===== config.mk =====
export PLATFORM = sky130hd
export DESIGN_NAME = keypad_entry_buffer_flat
export DESIGN_NICKNAME = d
export VERILOG_FILES = /design/src/rtl/keypad_pkg.sv /design/src/rtl/keypad_entry_buffer_if.sv /design/src/rtl/keypad_entry_buffer_press_filter.sv /design/src/rtl/keypad_entry_buffer.sv /design/src/flat_wrapper.sv
export SDC_FILE = /design/constraint.sdc
export NUM_CORES = 1
export LEC_CHECK = 0
export CORE_MARGIN = 10
export CORE_UTILIZATION = 25
export CTS_BUF_LIST = sky130_fd_sc_hd__clkbuf_16
export CTS_CLUSTER_SIZE = 10
export DETAILED_ROUTE_END_ITERATION = 8
export GPL_ROUTABILITY_DRIVEN = 0
export MAX_ROUTING_LAYER = met4
export PLACE_DENSITY = 0.54
export SYNTH_ARGS = -nofsm -noshare
export SYNTH_HDL_FRONTEND = slang
export SYNTH_SLANG_ARGS = --single-unit

===== constraint.sdc =====
create_clock -name clk -period 3.35 [get_ports clk]
set_clock_uncertainty 0.1 [all_clocks]
set_input_delay 0.67 -clock clk [delete_from_list [all_inputs] [get_ports clk]]
set_output_delay 0.67 -clock clk [all_outputs]
set_load 0.01 [all_outputs]

===== src/rtl/keypad_pkg.sv =====
// Shared key codes, digit limit and press-filter state encoding for the
// keypad number-entry path.
package keypad_pkg;

  localparam logic [3:0] KEY_BKSP  = 4'hA;
  localparam logic [3:0] KEY_CLR   = 4'hB;
  localparam logic [3:0] KEY_ENTER = 4'hE;

  localparam int unsigned MAX_DIGITS = 4;

  typedef enum logic [1:0] {
    IDLE,
    PRESSED,
    RELEASE
  } press_state_e;

  function automatic logic is_digit(input logic [3:0] code);
    return (code <= 4'd9);
  endfunction

endpackage


===== src/rtl/keypad_entry_buffer_if.sv =====
// Keypad stream in, BCD entry/commit state out. The scanner side is the
// master; the entry buffer is the slave.
interface keypad_entry_buffer_if;

  logic [3:0]  key_value;
  logic        key_valid;
  logic [15:0] entry;
  logic [2:0]  digit_count;
  logic [15:0] committed;
  logic        commit_pulse;
  logic        err_pulse;
  logic [15:0] display_value;

  modport master (
    output key_value, key_valid,
    input  entry, digit_count, committed, commit_pulse, err_pulse, display_value
  );

  modport slave (
    input  key_value, key_valid,
    output entry, digit_count, committed, commit_pulse, err_pulse, display_value
  );

endinterface


===== src/rtl/keypad_entry_buffer_press_filter.sv =====
// Press filter: one press_pulse per physical key press, with a release
// debounce of RELEASE_CYCLES consecutive low cycles before the next press.
module key_press_filter
  import keypad_pkg::*;
#(
  parameter int unsigned RELEASE_CYCLES = 100000
) (
  input  logic       clk,
  input  logic       reset_p,
  input  logic [3:0] key_value,
  input  logic       key_valid,
  output logic       press_pulse,
  output logic [3:0] press_code
);

  localparam int unsigned CNT_W = $clog2(RELEASE_CYCLES);
  localparam logic [CNT_W-1:0] CNT_LAST = CNT_W'(RELEASE_CYCLES - 1);

  press_state_e     state_q, state_d;
  logic [CNT_W-1:0] cnt_q, cnt_d;

  assign press_code = key_value;

  always_comb begin
    state_d     = state_q;
    cnt_d       = cnt_q;
    press_pulse = 1'b0;
    unique case (state_q)
      IDLE: begin
        if (key_valid) begin
          press_pulse = 1'b1;
          state_d     = PRESSED;
        end
      end
      PRESSED: begin
        if (!key_valid) begin
          state_d = RELEASE;
          cnt_d   = '0;
        end
      end
      RELEASE: begin
        // A saturated counter means the low period is already complete, so a
        // press landing on that same edge is a new press, as if from IDLE.
        if (cnt_q == CNT_LAST) begin
          if (key_valid) begin
            press_pulse = 1'b1;
            state_d     = PRESSED;
          end else begin
            state_d = IDLE;
          end
        end else if (key_valid) begin
          state_d = PRESSED;
        end else begin
          cnt_d = cnt_q + CNT_W'(1);
        end
      end
      default: state_d = IDLE;
    endcase
  end

  always_ff @(posedge clk or posedge reset_p) begin
    if (reset_p) begin
      state_q <= IDLE;
      cnt_q   <= '0;
    end else begin
      state_q <= state_d;
      cnt_q   <= cnt_d;
    end
  end

endmodule


===== src/rtl/keypad_entry_buffer.sv =====
// Four-digit BCD entry register driven by filtered key presses: digits shift
// in from the right, with backspace, clear and enter/commit editing keys.
module keypad_entry_buffer
  import keypad_pkg::*;
#(
  parameter int unsigned RELEASE_CYCLES = 100000
) (
  input logic                 clk,
  input logic                 reset_p,
  keypad_entry_buffer_if.slave kp
);

  logic       press_pulse;
  logic [3:0] press_code;

  logic [15:0] entry_q, entry_d;
  logic [2:0]  count_q, count_d;
  logic [15:0] committed_q, committed_d;
  logic        commit_pulse_q, commit_pulse_d;
  logic        err_pulse_q, err_pulse_d;

  key_press_filter #(
    .RELEASE_CYCLES(RELEASE_CYCLES)
  ) u_filter (
    .clk        (clk),
    .reset_p    (reset_p),
    .key_value  (kp.key_value),
    .key_valid  (kp.key_valid),
    .press_pulse(press_pulse),
    .press_code (press_code)
  );

  always_comb begin
    entry_d        = entry_q;
    count_d        = count_q;
    committed_d    = committed_q;
    commit_pulse_d = 1'b0;
    err_pulse_d    = 1'b0;
    if (press_pulse) begin
      if (is_digit(press_code)) begin
        if (count_q < 3'(MAX_DIGITS)) begin
          entry_d = {entry_q[11:0], press_code};
          count_d = count_q + 3'd1;
        end else begin
          err_pulse_d = 1'b1;
        end
      end else begin
        unique case (press_code)
          KEY_BKSP: begin
            if (count_q != '0) begin
              entry_d = {4'h0, entry_q[15:4]};
              count_d = count_q - 3'd1;
            end else begin
              err_pulse_d = 1'b1;
            end
          end
          KEY_CLR: begin
            entry_d = '0;
            count_d = '0;
          end
          KEY_ENTER: begin
            committed_d    = entry_q;
            commit_pulse_d = 1'b1;
            entry_d        = '0;
            count_d        = '0;
          end
          default: ;
        endcase
      end
    end
  end

  always_ff @(posedge clk or posedge reset_p) begin
    if (reset_p) begin
      entry_q        <= '0;
      count_q        <= '0;
      committed_q    <= '0;
      commit_pulse_q <= 1'b0;
      err_pulse_q    <= 1'b0;
    end else begin
      entry_q        <= entry_d;
      count_q        <= count_d;
      committed_q    <= committed_d;
      commit_pulse_q <= commit_pulse_d;
      err_pulse_q    <= err_pulse_d;
    end
  end

  assign kp.entry         = entry_q;
  assign kp.digit_count   = count_q;
  assign kp.committed     = committed_q;
  assign kp.commit_pulse  = commit_pulse_q;
  assign kp.err_pulse     = err_pulse_q;
  assign kp.display_value = (count_q != '0) ? entry_q : committed_q;

endmodule


===== src/flat_wrapper.sv =====
// flat-port wrapper written by rule: the top's interface ports become plain ports
module keypad_entry_buffer_flat import keypad_pkg::*;
#(
  parameter int unsigned RELEASE_CYCLES = 100000
)
  (clk, reset_p, kp_key_value, kp_key_valid, kp_entry, kp_digit_count, kp_committed, kp_commit_pulse, kp_err_pulse, kp_display_value);
  keypad_entry_buffer_if kp_i ();
  input logic clk;
  input logic reset_p;
  input wire logic [$bits(kp_i.key_value)-1:0] kp_key_value;
  input wire logic [$bits(kp_i.key_valid)-1:0] kp_key_valid;
  output wire logic [$bits(kp_i.entry)-1:0] kp_entry;
  output wire logic [$bits(kp_i.digit_count)-1:0] kp_digit_count;
  output wire logic [$bits(kp_i.committed)-1:0] kp_committed;
  output wire logic [$bits(kp_i.commit_pulse)-1:0] kp_commit_pulse;
  output wire logic [$bits(kp_i.err_pulse)-1:0] kp_err_pulse;
  output wire logic [$bits(kp_i.display_value)-1:0] kp_display_value;
  assign kp_i.key_value = kp_key_value;
  assign kp_i.key_valid = kp_key_valid;
  assign kp_entry = kp_i.entry;
  assign kp_digit_count = kp_i.digit_count;
  assign kp_committed = kp_i.committed;
  assign kp_commit_pulse = kp_i.commit_pulse;
  assign kp_err_pulse = kp_i.err_pulse;
  assign kp_display_value = kp_i.display_value;
  keypad_entry_buffer #(.RELEASE_CYCLES(RELEASE_CYCLES)) u_core (.clk(clk), .reset_p(reset_p), .kp(kp_i));
endmodule

-- Yosys cells after proc, flatten, opt, wreduce, memory -nomap -nowiden
Cells that the tools add are included.
- add/sub/neg operators: 3
- magnitude comparators: 2
- equality and inequality tests: 11
- muxes and demuxes: 29
- bitwise gates (word level): 1
- reductions and logical operators: 8
- operators with widths (cell ; count):
    $mux 16 ; 4
    $mux 17 ; 3
    $pmux 17 s2 ; 1
    $pmux 16 s2 ; 1
    $add 17x1->17 const B ; 1
    $eq 17x17->1 const B ; 1
    $eq 4x4->1 const B ; 3
    $mux 1 ; 11
    $mux 3 ; 3
    $ne 2x2->1 const B ; 4
    $reduce_and 4->1 ; 2
    $mux 2 ; 3
    $pmux 2 s3 ; 1
    $pmux 3 s2 ; 1
    $reduce_bool 3->1 ; 2
    $le 4x4->1 const B ; 1
    $add 3x1->3 const B ; 1
    $lt 3x3->1 const B ; 1
    $ne 3x1->1 const B ; 1
    $reduce_and 3->1 ; 1
    $sub 3x1->3 const B ; 1
    $eq 2x1->1 const B ; 1
    $eq 2x2->1 const B ; 1
    $logic_not 2->1 ; 1
    4 further kinds ; 4
- bits in registers: 56
- input bits: 7

-- Depth between registers and ports, before layout
Gate-level depths: netlist of the first run.
- depth in word-level cells: 5
- mapped depth: 9
- mapped depth without buffers: 6

-- Hierarchy
From an unflattened synthesis of the first run, not the netlist that was laid out.
- cells, all modules: 305
- area total of the unflattened synthesis: 3191.8 um2
- by module, submodules not included (module ; times used ; cells each ; area an instance (um2)):
    keypad_entry_buffer ; 1 ; 175 ; 2042.0
    key_press_filter ; 1 ; 130 ; 1149.9

-- Worst setup path after synthesis of the first run
OpenSTA, ideal clock, no wires.
- path type: reg2reg
- start: reg u_core.u_filter.cnt_q[8]
- end: reg u_core.committed_q[0] (netlist: u_core.kp.committed[0])
- library setup time: 0.125 ns
- data arrival time: 2.390 ns
- required time: 3.125 ns
- setup slack: 0.735 ns
- stages on the path, launching flop included: 7
- path buffers: 2
- period minus slack after synthesis: 2.615 ns
- path through: dfrtp_1 -> or4b_4 -> o41a_4 -> or3_4 -> buf_6 -> buf_12 -> mux2_4
- cells in the longest elaborated chain, start to end: 4
- ends and longest elaborated chain (what ; line ; text):
    from (decl) ; keypad_entry_buffer_press_filter.sv:20 ; logic [CNT_W-1:0] cnt_q, cnt_d;
    from (signal assigned) ; keypad_entry_buffer_press_filter.sv:67 ; cnt_q <= cnt_d;
    $eq 17x17->1 ; keypad_entry_buffer_press_filter.sv:44 ; if (cnt_q == CNT_LAST) begin
    $mux 1 ; keypad_entry_buffer_press_filter.sv:44 ;
    $pmux 1 s2 ; keypad_entry_buffer_press_filter.sv:28 ; unique case (state_q)
    $reduce_and 3->1 (no source line) ; -- ;
    to (signal assigned) ; keypad_entry_buffer.sv:83 ; committed_q <= committed_d;
    to (decl) ; keypad_entry_buffer.sv:18 ; logic [15:0] committed_q, committed_d;
No other way between the ends.
A chain may end at the register's enable or synchronous reset.

-- Worst setup path in the final report of the first run
- start: reg u_core.count_q[0] (netlist: u_core.kp.digit_count[0])
- end: out kp_display_value[4]
- cells in the longest elaborated chain, start to end: 2
- ends and longest elaborated chain (what ; line ; text):
    from (decl) ; keypad_entry_buffer.sv:17 ; logic [2:0] count_q, count_d;
    from (signal assigned) ; keypad_entry_buffer.sv:82 ; count_q <= count_d;
    $reduce_bool 3->1 ; keypad_entry_buffer.sv:94 ; assign kp.display_value = (count_q != '0) ? entry_q : committed_q;
    $mux 16 ; keypad_entry_buffer.sv:94 ;
    to (decl) ; flat_wrapper.sv:17 ; output wire logic [$bits(kp_i.display_value)-1:0] kp_display_value;
No other way between the ends.

==> results of run 1 <==
[registers in the layout, summed over array words and instances, names as in the netlist]
signal,flops
u_core.kp.commit_pulse,1
u_core.kp.committed,16
u_core.kp.digit_count,3
u_core.kp.entry,16
u_core.kp.err_pulse,1
u_core.u_filter.cnt_q,17
u_core.u_filter.state_q,2
[final timing paths]
path | end | slack, ns | cells past startpoint
max | kp_display_value[4] | 0.36 | 6
min | u_core.u_filter.cnt_q[12]$_DFFE_PP0P_ | 0.41 | 1
max reg2reg | u_core.kp.entry[0]$_DFFE_PP0P_ | 0.44 | 5
min reg2reg | u_core.u_filter.cnt_q[12]$_DFFE_PP0P_ | 0.41 | 1
max in group asynchronous | u_core.kp.committed[14]$_DFFE_PP0P_ | 1.88 | 3
min in group asynchronous | u_core.kp.err_pulse$_DFF_PP0_ | 0.79 | 3
[placed cells by master (no fill, tap or decap), drive strengths merged, types with 2 or more instances in the layout]
master / instances
a21oi: 7
a221oi: 2
a22o: 11
and2: 3
and2b: 2
and3: 3
buf: 6
clkbuf: 5
clkdlybuf4s50: 59
clkinvlp: 2
dfrtp: 56
ha: 4
inv: 13
mux2: 27
mux2i: 7
nand2: 64
nand3: 10
nand4: 3
nand4bb: 2
nor2: 6
nor2b: 2
nor3: 2
nor4: 3
o211ai: 2
o21ai: 14
o31ai: 11
o41ai: 3
or3: 8
or4: 2
xnor2: 4
[where the power goes]
| part | leakage [nW] | internal (mW) | switching [mW] |
|---|---|---|---|
| clock | 0.0660 | 0.279 | 0.256 |
| combinational | 0.897 | 0.591 | 0.477 |
| sequential | 0.758 | 0.814 | 0.195 |
| total | 1.72 | 1.68 | 0.928 |
[through the flow]
stage | area [um^2] | instances
floorplan | 3010 | 293
finish | 3880 | 497
global route | 3880 | 497
CTS | 3880 | 497
detailed placement | 3730 | 489
global placement | 3730 | 489
[cells by family (layout without fill, tap and decap cells)]
logic type | Yosys count | in the layout | share of synthesized area (%)
and+or+nand+nor | 116 | 116 | 19.1
DFF | 56 | 56 | 46.6
AOI/OAI and AO/OA | 54 | 54 | 13.0
muxes | 34 | 34 | 13.8
buffers and inverters | 25 | 86 | 4.58
adders and majority gates | 4 | 4 | 1.67
xor gates and xnor gates | 4 | 4 | 1.17
[layer usage]
layer  track usage (%)  vias up
met2              14.9       55
met3              2.20       11
met1              12.1     1182
met4              3.84        0
li1                  -     1171
met5                 -        -
[worst max-delay path, delay by kind of cell, from the launching register on]
kind          cells  cell delay (ns)
simple gates      3             0.64
buf+inv           2             0.63
flops             1             0.40
fa+ha+maj         1             0.23
[layout make-up]
type,count,area [um^2]
clock buffer,5,125
timing repair buffer,65,636
sequential,56,1400
fill,1191,7730
tap,143,179
inverter,13,48.8
multi-input combinational,212,1470
clock inverter,3,23.8
==> metrics.md, run 1 <==
| Metric | Value |
|---|---|
| Outcome | `completed` |
| Worst hold start | `u_core.u_filter.cnt_q[12]$_DFFE_PP0P_` |
| Biggest area consumer among synthesized cells | `dfrtp_1` |
| Hold Fails Final Rpt | `0` |
| Max layer used | `met4` |
| Power per Cell Area | `around 670 nW/um^2` |
| Syn. warnings | `0` |
| Layout cells sized above 1 | `between 10% and 20%` |
| Mapped Area | `between 3000 and 4000 um^2` |
| Clk sinks | `56` |
| Power Total | `approximately 2.6 mW` |
| CP Launch Type | `flip-flop` |
| Hold-fix buffers, CTS | `0` |
| Async S/R FF share, synth | `100%` |
| Most instantiated library cell after synthesis | `nand2_1` |
| WL met3 | `slightly below 400 um` |
| Min cycle time layout | `2.99 ns` |
| # diodes | `0` |
| Synth cell count leaders | `64 x nand2_1, 56 x dfrtp_1, 16 x mux2_2` |
| Die area | `16800 um^2` |
| Critical path peak fanout | `15` |
| Unrepaired setup endpoints after global routing | `no` |
| Sequential fraction of the synthesis area | `around 47%` |
| Synth area leaders | `dfrtp_1 47%, nand2_1 8.0%, mux2_2 6.0%` |
| Antenna Violating Nets Remaining | `0` |
| Worst-skew pair later-pin latency | `0.30 ns` |
| CP arrival | `around 2.2 ns` |
| Peak VDD IR | `between 0.2 and 0.3 mV` |
| Total wire length after detailed routing | `~8000 um` |
| WP data required | `~2.6 ns` |
| Final Hold Slack | `just over 0.4 ns` |
| Hold/Removal Path Class | `reg -> reg` |
| Syn Area/Cell | `roughly 10 um^2` |
| Dpl hpwl | `5820 um` |
| Avg WL per Cell | `16.1 um` |
| Top cell type's share of synthesized area | `a little under half` |
| Synth Flop Type | `dfrtp_1` |
| Initial antenna violation count | `0` |
| Buffers on Ports | `59` |
| Crit-path max cell delay | `roughly 0.53 ns` |
| Max Slew Vio Count | `0` |
| Largest net degree at the start of global routing | `57` |
| Initial DRC count | `approximately 200` |
| Vias | `~2.4k` |
| Rel. slew slack | `around 28%` |
| Residual overflow from global routing | `0` |
| Static Leak | `approximately 1.7 nW` |
| Pre-antenna DRT Iters | `4` |
| Die Wd | `130 um` |
| Post-CTS Setup Repair Bufs | `0` |
| FMAX | `between 300 and 400 MHz` |
| H-Tree Level Count | `2` |
| Nets | `between 300 and 400` |
| Crit-path slowest cell | `clkdlybuf4s50_1` |
| Reg-to-reg startpoint | `u_core.u_filter.cnt_q[1]$_DFFE_PP0P_` |
| Setup ws final | `around 0.36 ns` |
| CTS tree | `done` |
| Crit. End Element | `output pin` |
| Total CTS buffers | `5` |
| Setup-failing EPs final | `0` |
| Reg clk slew, reported paths | `~0.080 ns` |
| Vias per cell | `between 4 and 5` |
| Critical path, cell by cell | `inv_1 > ha_1 > nand2_1 > nand2_1 > nand2_1 > clkdlybuf4s50_1` |
| Met2 wire len | `approximately 3700 um` |
| Global-route usage over all layers | `9.71%` |
| Gate Count Post-Synth | `about 290` |
| Net count after synthesis | `a little over 300` |
| DR DRC count | `0` |
| Vias in the first global route | `between 2k and 2.5k` |
| Final Util | `33.4%` |
| Post_cts resized | `0` |
| Period utilization | `approximately 89%` |
| Num rows | `39` |
| Initial Util | `25.9%` |
| Die Y | `between 100 and 150 um` |
| CP dominant cell by count | `nand2_1` |
| DP Worst Slack | `around 0.27 ns` |
| Setup CP Type | `reg -> out` |
| Setup TNS | `0 ns` |
| IO Count | `60` |
| Flops & latches, synth | `56` |
| M1 WL | `3740 um` |
| Total of max-cap violations | `0` |
| Worst-Margin Slew | `about 1.1 ns` |
| Area Overhead vs Synth | `29.1%` |
| Post-synth cell types | `47` |
| Core ar. | `between 10000 and 15000 um^2` |
| Critical path origin | `u_core.kp.digit_count[0]$_DFFE_PP0P_` |
| First-pass GRT wire length | `13000 um` |
| EDFF count, synth | `0` |
| Bufs on Longest Clock Path | `2` |
| Root Driver | `clkbuf_16` |
No activity file was read; power rests on OpenSTA's default activity.
==> run 2, diff against run 1 <==
- CORE_MARGIN: 10 -> not set
- CTS_CLUSTER_SIZE: 10 -> not set
==> run 2 against run 1 <==
Compared with the run above:
- the flow now finishes with violations (DRC)
- first-iteration DRC count shrank 37%
- maximum frequency shrank 0.97%
- sequential cell count is the same
- routed wire length shrank 8.2%
- critical path type unchanged
- cell count grew 0.20%
- clock power is essentially flat
- critical path depth is the same
- die area shrank 26%
- via count shrank 0.54%
- utilization grew 0.23 points
==> metrics.md, run 2 (synthesis results as in run 1) <==
| Metric | Value |
|---|---|
| DR DRC count | `7` |
| Sw Share | `between 30% and 40%` |
| Commonest non-fill, non-tap cell in the layout | `nand2_1` |
| Top reg by flops | `u_core.u_filter.cnt_q` |
| First-pass GRT wire length | `12500 um` |
| CTS tree | `done` |
| Total of max-cap violations | `0` |
| Core ar. | `about 12000 um^2` |
| Total wire length after detailed routing | `approximately 7300 um` |
| Avg WL per Cell | `between 10 and 15 um` |
| Die area | `12500 um^2` |
| CP Launch Type | `flip-flop` |
| Reg-to-reg startpoint | `u_core.u_filter.cnt_q[8]$_DFFE_PP0P_` |
| Reg power frac | `38.7%` |
| Min cycle time layout | `approximately 3 ns` |
| DP Worst Slack | `0.252 ns` |
| Clock power frac | `20.6%` |
| Worst-Margin Slew | `between 0.8 and 0.9 ns` |
| Dpl hpwl | `approximately 5300 um` |
| H-Tree Level Count | `2` |
| Num rows | `39` |
| FMAX | `332 MHz` |
| Initial Util | `approximately a quarter` |
| Setup CP Type | `reg -> out` |
| Net Sw Power | `just over 0.9 mW` |
| Setup TNS | `0 ns` |
| Total CTS buffers | `5` |
| Largest register FFs | `17` |
| Worst-skew pair later-pin latency | `0.29 ns` |
| # diodes | `0` |
| Post-route cell area | `between 3000 and 4000 um^2` |
| Reg clk slew, reported paths | `roughly 0.080 ns` |
| Power per Cell Area | `approximately 670 nW/um^2` |
| Bufs on Longest Clock Path | `2` |
| Fillcell total | `roughly 1.2k` |
| Area Overhead vs Synth | `29.4%` |
| CP arrival | `around 2.3 ns` |
| DP Area | `approximately 3700 um^2` |
| Setup-failing EPs final | `0` |
| Unrepaired setup endpoints after global routing | `no` |
| P_int | `about 1.7 mW` |
| Met2 usage | `between 15 and 20%` |
| Period utilization | `90.0%` |
| Finished Layout Cells | `roughly 500` |
| Largest net degree at the start of global routing | `57` |
| Combinational fraction of design power | `roughly two fifths` |
| Commonest non-fill, non-tap cells in the layout | `64 x nand2_1, 59 x clkdlybuf4s50_1, 56 x dfrtp_1` |
| Final Util | `about a third` |
| Hold-fix buffers, CTS | `0` |
| Sequential cell area | `between 1000 and 1500 um^2` |
| Critical path peak fanout | `15` |
| Root Driver | `clkbuf_16` |
| Vias in the first global route | `~2.4k` |
| Pre-antenna DRT Iters | `6` |
| Clk sinks | `56` |
| Buffers on Ports | `a little under 60` |
| Nets | `~370` |
| Setup ws final | `0.334 ns` |
| Vias | `2406` |
| Static Leak | `1.73 nW` |
| Initial DRC count | `~130` |
| Outcome | `finished, violations left` |
| Worst hold start | `u_core.u_filter.cnt_q[12]$_DFFE_PP0P_` |
| WP data required | `~2.6 ns` |
| Critical path origin | `u_core.kp.digit_count[0]$_DFFE_PP0P_` |
| Initial antenna violation count | `0` |
| Post-CTS Setup Repair Bufs | `0` |
| GRT busiest layer | `met2` |
| Multi-input gate area | `approximately 1500 um^2` |
| Layout cells sized above 1 | `roughly 14%` |
| Residual overflow from global routing | `0` |
| Placed Cells | `between 400 and 500` |
| Die Wd | `roughly 110 um` |
| Vias per cell | `4.83` |
| IO Count | `60` |
| Antenna Violating Nets Remaining | `0` |
| Failing checks | `DRC` |
| Crit. End Element | `output pin` |
| Hold/Removal Path Class | `reg -> reg` |
| Peak VDD IR | `0.227 mV` |
| Met1 Track Usage GR | `between 10% and 20%` |
| Max Slew Vio Count | `0` |
| Global-route usage over all layers | `around an eighth` |
| Post_cts resized | `0` |
| Met3 usage | `between 2 and 3%` |
| Rel. slew slack | `a little over two fifths` |
| Hold Fails Final Rpt | `0` |
| Die Y | `roughly 110 um` |
[run 2: area by class of cell]
class                      instances  share of cell area (%)
tap                              143                    4.60
multi-input combinational        212                    37.7
timing repair buffer              66                    16.5
sequential                        56                    36.0
clock inverter                     3                   0.675
clock buffer                       5                    3.22
inverter                          13                    1.25
[run 2: power by group through the flow]
stage	registers (mW)	logic, mW	clock network, mW
2_1_floorplan	1.02	0.482	0
3_3_place_gp	1.03	1.06	0
3_5_place_dp	1.03	1.07	0
4_1_cts	1.02	1.08	0.556
5_1_grt	1.04	1.16	0.584
6_report	1.01	1.06	0.538
[run 2: layer usage]
metal	wire length (um)	vias to the layer above
met5	0	-
li1	-	1174
met3	320	6
met2	3380	46
met4	87	0
met1	3560	1180
[run 2: critical path, cell delays in order (launching register included)]
cell and delay [ns]:
dfrtp_1 0.40, inv_1 0.10, ha_1 0.21, nand2_1 0.48
nand2_1 0.11, nand2_1 0.12, clkdlybuf4s50_1 0.54
[run 2: stage by stage]
| step | power (mW) | hold slack (ns) |
|---|---|---|
| after detailed placement | 2.10 | 0.406 |
| after CTS | 2.65 | 0.416 |
| final | 2.61 | 0.402 |
| after floorplan | 1.50 | 0.354 |
| after global routing | 2.79 | 0.455 |
| after global placement | 2.09 | 0.388 |
[run 2: final timing paths]
| check | endpoint | slack [ns] | cells after the start |
|---|---|---|---|
| worst max-delay path | kp_display_value[15] | 0.33 | 6 |
| worst min-delay path | u_core.u_filter.cnt_q[12]$_DFFE_PP0P_ | 0.40 | 1 |
| worst max register to register | u_core.kp.entry[1]$_DFFE_PP0P_ | 0.44 | 4 |
| worst min register to register | u_core.u_filter.cnt_q[12]$_DFFE_PP0P_ | 0.40 | 1 |
| max in group asynchronous | u_core.kp.committed[6]$_DFFE_PP0P_ | 1.90 | 3 |
| min in group asynchronous | u_core.u_filter.cnt_q[11]$_DFFE_PP0P_ | 0.79 | 3 |
==> run 3, diff against run 2 <==
- CORE_UTILIZATION: 25 -> 43
- PLACE_DENSITY: 0.54 -> 0.78
- SLEW_MARGIN: not set -> 20
==> run 3 against run 2 <==
Compared with the run above:
- the run now ends clean
- routed wire length down 10%
- utilization rose by 23 points
- sequential power about the same
- critical path depth did not move
- clock power rose by 5.0%
- die area down 41%
- sequential cell count stayed put
- worst setup slack gained 0.12 ns
- final area fell by 1.7%
- highest routed layer unchanged
==> metrics.md, run 3 (synthesis results as in run 1) <==
| Metric | Value |
|---|---|
| Pre-antenna DRT Iters | `5` |
| Total wire length after detailed routing | `6600 um` |
| Commonest non-fill, non-tap cell in the layout | `nand2_1` |
| Fillcell total | `around 580` |
| FMAX | `approximately 350 MHz` |
| Dpl hpwl | `about 4700 um` |
| Reg power frac | `between 30% and 40%` |
| Crit. End Element | `output pin` |
| Period utilization | `86.3%` |
| Num rows | `30` |
| Worst-Margin Slew | `0.686 ns` |
| Avg WL per Cell | `roughly 15 um` |
| R2R Path End | `u_core.kp.entry[0]$_DFFE_PP0P_` |
| Hold-fix buffers, CTS | `0` |
| Vias | `~2.5k` |
| Hold/Removal Path Class | `reg -> reg` |
| Vias in the first global route | `between 2k and 2.5k` |
| Setup-failing EPs final | `0` |
| Vias per cell | `approximately 5.6` |
| WP data required | `~2.6 ns` |
| Post-CTS Setup Repair Bufs | `0` |
| Setup ws final | `about 0.46 ns` |
| Residual overflow from global routing | `0` |
| Min cycle time layout | `2.89 ns` |
| Die Wd | `85.6 um` |
| R2R Setup Slk | `about 0.7 ns` |
| Critical path peak fanout | `15` |
| Worst reg-to-reg path cell count | `6` |
| Largest net degree at the start of global routing | `57` |
| Root Driver | `clkbuf_16` |
| Static Leak | `about 1.7 nW` |
| Core ar. | `between 6000 and 7000 um^2` |
| CP Capture Point | `kp_display_value[4]` |
| Top reg by flops | `u_core.u_filter.cnt_q` |
| Post_cts resized | `0` |
| CP arrival | `2.12 ns` |
| Die area | `roughly 7300 um^2` |
| Rel. slew slack | `between 50 and 60%` |
| Unrepaired setup endpoints after global routing | `no` |
| Reg clk slew, reported paths | `0.07 ns` |
| Layout cells sized above 1 | `13.8%` |
| Max Slew Vio Count | `0` |
| Worst-skew pair later-pin latency | `about 0.28 ns` |
| Power per Cell Area | `between 600 and 700 nW/um^2` |
| Setup TNS | `0 ns` |
| Buffers on Ports | `between 50 and 60` |
| Outcome | `completed` |
| CP Launch Type | `flip-flop` |
| Largest register FFs | `17` |
| Nets | `between 300 and 400` |
| Commonest non-fill, non-tap cells in the layout | `64 x nand2_1, 59 x clkdlybuf4s50_1, 56 x dfrtp_1` |
| Global-route usage over all layers | `between 10% and 20%` |
| Bufs on Longest Clock Path | `2` |
| Initial antenna violation count | `0` |
| H-Tree Level Count | `2` |
| Hold Fails Final Rpt | `0` |
| Antenna Violating Nets Remaining | `0` |
| Initial DRC count | `160` |
| First-pass GRT wire length | `11300 um` |
| Area Overhead vs Synth | `27.2%` |
| Sw Share | `32.9%` |
| P_int | `between 1.5 and 2 mW` |
| Clk sinks | `56` |
| IO Count | `60` |
| Net Sw Power | `between 0.8 and 0.9 mW` |
| Setup CP Type | `reg -> out` |
| CTS tree | `done` |
| Die Y | `about 86 um` |
| Critical path origin | `u_core.kp.digit_count[0]$_DFFE_PP0P_` |
| Combinational fraction of design power | `39.7%` |
| # diodes | `0` |
| Total CTS buffers | `5` |
| DR DRC count | `0` |
| Reg-to-reg startpoint | `u_core.u_filter.cnt_q[0]$_DFFE_PP0P_` |
| Peak VDD IR | `between 0.2 and 0.3 mV` |
| DP Worst Slack | `around 0.54 ns` |
| Clock power frac | `about 22%` |
| Total of max-cap violations | `0` |
| Initial Util | `between 40% and 50%` |
run 3: worst min path at each step:
| stage | start | endpoint | slack (ns) | cells past startpoint |
|---|---|---|---|---|
| 4_1_cts | u_core.u_filter.cnt_q[12]$_DFFE_PP0P_ | u_core.u_filter.cnt_q[12]$_DFFE_PP0P_ | 0.40 | 1 |
| 5_1_grt | u_core.u_filter.cnt_q[12]$_DFFE_PP0P_ | u_core.u_filter.cnt_q[12]$_DFFE_PP0P_ | 0.43 | 1 |
| 6_report | u_core.u_filter.cnt_q[12]$_DFFE_PP0P_ | u_core.u_filter.cnt_q[12]$_DFFE_PP0P_ | 0.40 | 1 |
| 3_5_place_dp | u_core.u_filter.cnt_q[12]$_DFFE_PP0P_ | u_core.u_filter.cnt_q[12]$_DFFE_PP0P_ | 0.39 | 1 |
| 2_1_floorplan | u_core.u_filter.cnt_q[12]$_DFFE_PP0P_ | u_core.u_filter.cnt_q[12]$_DFFE_PP0P_ | 0.35 | 1 |
| 3_3_place_gp | u_core.u_filter.cnt_q[13]$_DFFE_PP0P_ | u_core.u_filter.cnt_q[13]$_DFFE_PP0P_ | 0.38 | 1 |
run 3: metrics by stage:
stage               power (mW)  area [um^2]  utilization (%)  hold WS (ns)  instances
global placement          2.03         3660             54.2         0.381        427
CTS                       2.64         3820             56.6         0.401        435
detailed placement        2.06         3660             54.2         0.388        427
floorplan                 1.50         3010                -         0.354        293
global route              2.76         3820             56.6         0.429        435
finish                    2.61         3820             56.6         0.403        435
run 3: layout make-up:
class                      count  area, um^2  share of cell area [%]
sequential                    56        1400                    36.6
inverter                      13        48.8                    1.28
multi-input combinational    212        1470                    38.4
timing repair buffer          66         643                    16.8
clock buffer                   5         125                    3.27
tap                           80         100                    2.62
clock inverter                 3        38.8                    1.01
run 3: worst max-delay path, cell delays in order (launching register included):
cell and delay [ns]:
dfrtp_1 0.37, inv_1 0.09, ha_1 0.21, nand2_1 0.41, nand2_1 0.10, nand2_1 0.09, clkdlybuf4s50_1 0.55
run 3: per-layer routing:
metal	vias to the layer above	share of wire (%)	track usage, %
li1	1174	-	-
met1	1216	47	25.6
met4	0	1.1	7.12
met5	-	0	-
met2	57	49	31.9
met3	8	2.9	2.69
run 3: power groups by stage:
stage | sequential (mW) | combinational [mW] | clock (mW)
floorplan | 1.02 | 0.482 | 0
global placement | 1.01 | 1.02 | 0
detailed placement | 1.02 | 1.04 | 0
CTS | 1.01 | 1.05 | 0.585
global route | 1.03 | 1.13 | 0.600
finish | 1.01 | 1.04 | 0.565
